--- config.mk ---
export PLATFORM = sky130hd
export DESIGN_NAME = piradip_ram_stream_reader
export DESIGN_NICKNAME = d
export VERILOG_FILES = /design/src/rtl/piradip_ram_stream_reader.sv
export SDC_FILE = /design/constraint.sdc
export NUM_CORES = 1
export LEC_CHECK = 0
export ABC_CLOCK_PERIOD_IN_PS = 3200
export CORE_MARGIN = 3
export CORE_UTILIZATION = 35
export CTS_CLUSTER_SIZE = 14
export DETAILED_ROUTE_END_ITERATION = 7
export DONT_BUFFER_PORTS = 1
export PLACE_DENSITY = 0.53
export RECOVER_POWER = 25
export SYNTH_ARGS = -nofsm -noshare
export SYNTH_HDL_FRONTEND = slang
export SYNTH_SLANG_ARGS = --single-unit
--- constraint.sdc ---
create_clock -name clk -period 3.2 [get_ports clk]
set_input_delay 0.16 -clock clk [delete_from_list [all_inputs] [get_ports clk]]
set_output_delay 0.16 -clock clk [all_outputs]
set_load 0.05 [all_outputs]
--- src/rtl/piradip_ram_stream_reader.sv ---
// Playback engine: reads a block of words from a RAM port and emits them as an AXI-Stream.
// Define PIRADIP_RAM_READER_LOOP_EN to add the loop input for continuous repeated passes.
module piradip_ram_stream_reader #(
  parameter int DATA_WIDTH   = 32,
  parameter int ADDR_WIDTH   = 10,
  parameter int READ_LATENCY = 1,
  parameter int FIFO_DEPTH   = READ_LATENCY + 2
) (
  input  logic                  clk,
  input  logic                  rstn,
  input  logic                  start,
  input  logic                  stop,
  input  logic [ADDR_WIDTH-1:0] start_addr,
  input  logic [ADDR_WIDTH-1:0] length,
`ifdef PIRADIP_RAM_READER_LOOP_EN
  input  logic                  loop,
`endif
  output logic                  busy,
  output logic                  done,
  output logic                  ram_en,
  output logic                  ram_we,
  output logic [ADDR_WIDTH-1:0] ram_addr,
  output logic [DATA_WIDTH-1:0] ram_wdata,
  input  logic [DATA_WIDTH-1:0] ram_rdata,
  output logic [DATA_WIDTH-1:0] m_axis_tdata,
  output logic                  m_axis_tvalid,
  input  logic                  m_axis_tready,
  output logic                  m_axis_tlast
);

  localparam int PW = (FIFO_DEPTH > 1) ? $clog2(FIFO_DEPTH) : 1;
  localparam int FD = 1 << PW;
  localparam int CW = $clog2(FD + READ_LATENCY + 1) + 1;

  typedef enum logic [1:0] {IDLE, RUN, DRAIN, FLUSH} state_t;
  state_t state;

  logic [ADDR_WIDTH:0]     remaining;
  logic [ADDR_WIDTH:0]     len_words;
  logic [CW-1:0]           outstanding;
  logic [CW-1:0]           fifo_count;
  logic [READ_LATENCY-1:0] pipe_vld;
  logic [READ_LATENCY-1:0] pipe_last;
  logic [DATA_WIDTH:0]     fifo_mem [FD];
  logic [DATA_WIDTH:0]     head;
  logic [PW-1:0]           wr_ptr;
  logic [PW-1:0]           rd_ptr;
  logic                    credit_ok;
  logic                    last_issue;
  logic                    repeat_pass;
  logic                    push;
  logic                    pop;
  logic                    flush;

`ifdef PIRADIP_RAM_READER_LOOP_EN
  logic                  loop_r;
  logic [ADDR_WIDTH-1:0] pass_addr;
  logic [ADDR_WIDTH:0]   pass_len;
  assign repeat_pass = loop_r;
`else
  assign repeat_pass = 1'b0;
`endif

  // A zero length means the whole memory.
  assign len_words = (length == '0) ? {1'b1, {ADDR_WIDTH{1'b0}}} : {1'b0, length};

  // Every issued read owns a FIFO slot until it is popped, so the FIFO cannot overflow.
  assign credit_ok  = (outstanding + fifo_count) < CW'(FIFO_DEPTH);
  assign ram_en     = (state == RUN) && !stop && (remaining != '0) && credit_ok;
  assign last_issue = ram_en && (remaining == (ADDR_WIDTH+1)'(1));
  assign ram_we     = 1'b0;
  assign ram_wdata  = '0;

  assign flush = stop && (state != IDLE);
  assign push  = pipe_vld[READ_LATENCY-1] && (state != FLUSH) && !stop;
  assign pop   = m_axis_tvalid && m_axis_tready;

  assign head          = fifo_mem[rd_ptr];
  assign m_axis_tvalid = (fifo_count != '0);
  assign m_axis_tdata  = head[DATA_WIDTH-1:0];
  assign m_axis_tlast  = m_axis_tvalid && head[DATA_WIDTH];

  always_ff @(posedge clk) begin
    if (!rstn) begin
      state     <= IDLE;
      busy      <= 1'b0;
      done      <= 1'b0;
      ram_addr  <= '0;
      remaining <= '0;
`ifdef PIRADIP_RAM_READER_LOOP_EN
      loop_r    <= 1'b0;
      pass_addr <= '0;
      pass_len  <= '0;
`endif
    end else begin
      done <= 1'b0;
      if (ram_en) begin
        ram_addr  <= ram_addr + ADDR_WIDTH'(1);
        remaining <= remaining - (ADDR_WIDTH+1)'(1);
`ifdef PIRADIP_RAM_READER_LOOP_EN
        if (last_issue && loop_r) begin
          ram_addr  <= pass_addr;
          remaining <= pass_len;
        end
`endif
      end
      case (state)
        IDLE: begin
          if (start && !stop) begin
            state     <= RUN;
            busy      <= 1'b1;
            ram_addr  <= start_addr;
            remaining <= len_words;
`ifdef PIRADIP_RAM_READER_LOOP_EN
            loop_r    <= loop;
            pass_addr <= start_addr;
            pass_len  <= len_words;
`endif
          end
        end
        RUN: begin
          if (stop) state <= FLUSH;
          else if (last_issue && !repeat_pass) state <= DRAIN;
        end
        DRAIN: begin
          if (stop) state <= FLUSH;
          else if (pop && m_axis_tlast) begin
            state <= IDLE;
            busy  <= 1'b0;
            done  <= 1'b1;
          end
        end
        FLUSH: begin
          if (outstanding == '0) begin
            state <= IDLE;
            busy  <= 1'b0;
          end
        end
        default: state <= IDLE;
      endcase
    end
  end

  // Read-return pipeline mirrors the RAM latency; data still in flight after a stop is dropped on arrival.
  always_ff @(posedge clk) begin
    if (!rstn) begin
      pipe_vld    <= '0;
      pipe_last   <= '0;
      outstanding <= '0;
      wr_ptr      <= '0;
      rd_ptr      <= '0;
      fifo_count  <= '0;
    end else begin
      pipe_vld[0]  <= ram_en;
      pipe_last[0] <= last_issue;
      for (int i = 1; i < READ_LATENCY; i++) begin
        pipe_vld[i]  <= pipe_vld[i-1];
        pipe_last[i] <= pipe_last[i-1];
      end
      outstanding <= outstanding + CW'(ram_en) - CW'(pipe_vld[READ_LATENCY-1]);
      if (flush) begin
        rd_ptr     <= wr_ptr;
        fifo_count <= '0;
      end else begin
        if (push) wr_ptr <= wr_ptr + PW'(1);
        if (pop)  rd_ptr <= rd_ptr + PW'(1);
        fifo_count <= fifo_count + CW'(push) - CW'(pop);
      end
    end
  end

  always_ff @(posedge clk) begin
    if (push) fifo_mem[wr_ptr] <= {pipe_last[READ_LATENCY-1], ram_rdata};
  end

endmodule
==> run metrics <==
status finished clean; CTS tree yes; Die X 151.3 um; post-DR vias/cell between 4 and 5; Reg clk slew, reported paths 70 ps; DP HPWL roughly 9400 um; ant diodes 0; Post-Layout Cell Count 833; initial antenna violation count 0; WS Path Type flip-flop to flip-flop; setup TNS 0 ps; hold-critical path depth 3; vias in the first global route 4234; # setup viols final 0; crit end category flip-flop; relative slew slack between 50% and 60%; achievable frequency 0.3680 GHz; switching pwr 2341 uW; number of synthesized flops with an enable pin 132; Synth Cell Area between 0.007 and 0.008 mm2; Ports 137; worst r2r src remaining[5]; core outline area 0.02049 mm2; Synth Area in Adders between 4 and 5%; Worst Path Arrival 3030 ps; Clock H-tree levels 4; # Post-CTS Setup Buffers 0; DRC viols 0; actual slew at the worst max-slew pin 656.4 ps; Max Buffers Root-to-Sink 2; CTS Buf Count 17; DR pass1 iterations 4; RePlAce Congestion around 0.77; Pleak around 0.0030 uW; starting DRC count in detailed routing between 200 and 250; Synth Area in Compound Gates 4.625%; Hold Fails Final Rpt 0; critical path required time 3510 ps; sequential fraction of the synthesis area 64.78%; yosys warns 0; M3 GR Usage 4.339%; Fill cells 1887; power share of the clock group a little under a third; total track usage around an eighth; gr busiest metal met2; Reg2Reg Depth 8; r2r setup slk 480 ps; crit-path max FO 15; unrepaired setup endpoints after global routing no; sequential power share roughly two fifths; HP Start length[7]; Final ANT Viol Nets 0; Hold EP remaining[10]; clk_lat worst skew 420 ps; Cells after Synth 487; Slew Viols, Final 0; Worst Hold Class input port to flip-flop; Total Routed Length 14230 um; multiplexer area fraction after synthesis about a tenth; Period Utilization, post-route between 80% and 90%; Die Area 0.02288 mm2; register bit count reported by yosys 173; Max-cap violations 0; aggregate global routing overflow 0; r2r endpoint outstanding[2]; Post-synth top flop edfxtp_1; Syn-to-layout area delta 18.30%; Die Ht about 150 um; synth unique cells 44; input/output buffers 0; M1 GR Usage between 15 and 20%; cts repair resizes 0; skew final 12.26 ps; layout cells sized above 1 about 16%; CTS Hold Bufs 54; largest net degree at the start of global routing 38; syn_area_per_cell around 15 um2; first-pass GRT wire length 22290 um; crit start category flip-flop; clk root buf clkbuf_16; initial core utilization 36.04%; Peak VDD IR 0.4924 mV; row cnt 52; asr flop ratio synth 0%; Placed Cells 747; nets 630; average routed wire per standard cell 17.08 um; Clock Sinks roughly 170; combinational power share 28.9%; met2 GRT Util 20.72%; cell area power density 743.2 mW/mm2; Int Power 4152 uW; largest family of logic cells by synthesized area multiplexers; Sw Share 36.05%; Tmin final 2717 ps; vias after detailed routing 4008; Post-Synth Simple-Gate Area 7.217%; XOR/XNOR share of the synthesized area 2.965%
[metrics by stage]
step	utilization (%)	hold WS, ps	total power [uW]	worst slack (ps)	area, um2
after floorplan	-	258.9	4290	338.4	7506
after global placement	37.16	259.1	4500	542.5	7615
after detailed placement	37.16	259.0	4524	502.7	7615
after CTS	42.63	3.761	6579	487.4	8737
after global routing	42.63	36.24	6812	300.9	8737
final	42.63	27.92	6493	482.7	8737
[layer usage]
layer,vias up,wire length (um),part of all wire [%]
met2,132,6968,49
met4,0,53,0.37
li1,1883,-,-
met5,-,0,0
met3,4,1023,7.2
met1,1989,6184,43
[cells in the mapped netlist (2+ instances only)]
master / instances / share of area, %
edfxtp_1: 132 / 54
dfxtp_1: 41 / 11
buf_4: 33 / 3.4
mux4_2: 33 / 10
o21ai_0: 25 / 1.7
a21oi_1: 23 / 1.6
inv_1: 21 / 1.1
ha_1: 20 / 3.4
xor2_1: 19 / 2.3
clkbuf_1: 17 / 0.86
nand2_1: 15 / 0.76
nand3_1: 15 / 1.0
and2_1: 14 / 1.2
and3_1: 10 / 0.85
nor2_1: 9 / 0.46
nand4_1: 7 / 0.59
buf_2: 6 / 0.41
xnor2_1: 6 / 0.71
fa_1: 3 / 0.81
mux2i_1: 3 / 0.41
nor2b_1: 3 / 0.25
nor3_1: 3 / 0.20
a21o_1: 2 / 0.20
a31oi_1: 2 / 0.17
nand4b_1: 2 / 0.24
nor3b_1: 2 / 0.20
nor4_1: 2 / 0.17
o211a_1: 2 / 0.27
o21ai_1: 2 / 0.14
[cells in the final DEF (no fill, tap or decap), drive strengths merged]
cell type / n
edfxtp: 132
dlygate4sd3: 53
dfxtp: 41
mux4: 33
conb: 33
inv: 29
o21ai: 27
a21oi: 23
ha: 20
xor2: 19
clkbuf: 17
nand2: 16
nand3: 15
buf: 15
and2: 14
and3: 10
nor2: 9
nand4: 7
xnor2: 6
clkinv: 5
nor3: 4
mux2i: 3
nor2b: 3
fa: 3
nor3b: 3
nor4: 3
o211a: 2
nand4b: 2
a31oi: 2
a21o: 2
clkinvlp: 2
a21boi: 2
or4: 1
nand2b: 1
or3b: 1
and4: 1
a2111oi: 1
o211ai: 1
o22ai: 1
and4b: 1
[final cells by class]
cell class / instances / area (um2) / area share, %
clock buffers: 17 / 425.4 / 4.869
clock inverters: 15 / 146.4 / 1.675
inverters: 21 / 78.83 / 0.9022
multi-input cells: 269 / 2306 / 26.39
flip-flops and latches: 173 / 4787 / 54.79
well taps: 270 / 337.8 / 3.867
repair buffers: 68 / 655.6 / 7.504
[state kept, by name, summed over array words and instances, names as in the netlist, named ones only]
name / flops
fifo_count: 4
ram_addr: 10
busy: 1
pipe_vld: 1
remaining: 11
fifo_mem: 132
state: 2
wr_ptr: 2
pipe_last: 1
outstanding: 4
rd_ptr: 2
done: 1
[kinds of logic (layout without fill, tap and decap cells)]
kind of cell,Yosys count,count (layout)
other,1,33
XOR/XNOR,25,25
AND/OR/NAND/NOR,91,91
adder cells (fa/ha/maj),23,23
multiplexers,36,36
flip-flops,173,173
AO/OA/AOI/OAI,61,61
buffers and inverters,77,121
[critical path, cell delays in order, from the launching register on]
cell and delay (ps):
dfxtp_1 330, or4_4 570, nor4_4 280, nand2_2 270
and2_1 250, ha_1 230, fa_1 380, xor2_1 170
and2_1 150
[power groups by stage]
stage	Clock [uW]	Sequential, uW	Combinational, uW
floorplan	0	2680	1610
global placement	0	2700	1800
detailed placement	0	2710	1820
CTS	2020	2660	1900
global route	2110	2670	2030
finish	1960	2650	1880
[how the worst max path moves through the flow]
stage,from,end,slack (ps),depth (start not counted)
floorplan,outstanding[0],outstanding[1],340,11
global placement,remaining[5],outstanding[2],540,8
detailed placement,remaining[5],outstanding[2],500,8
CTS,remaining[5],outstanding[2],490,8
global route,remaining[5],outstanding[2],300,8
finish,remaining[5],outstanding[2],480,8
(Power assumes the default switching activity.)
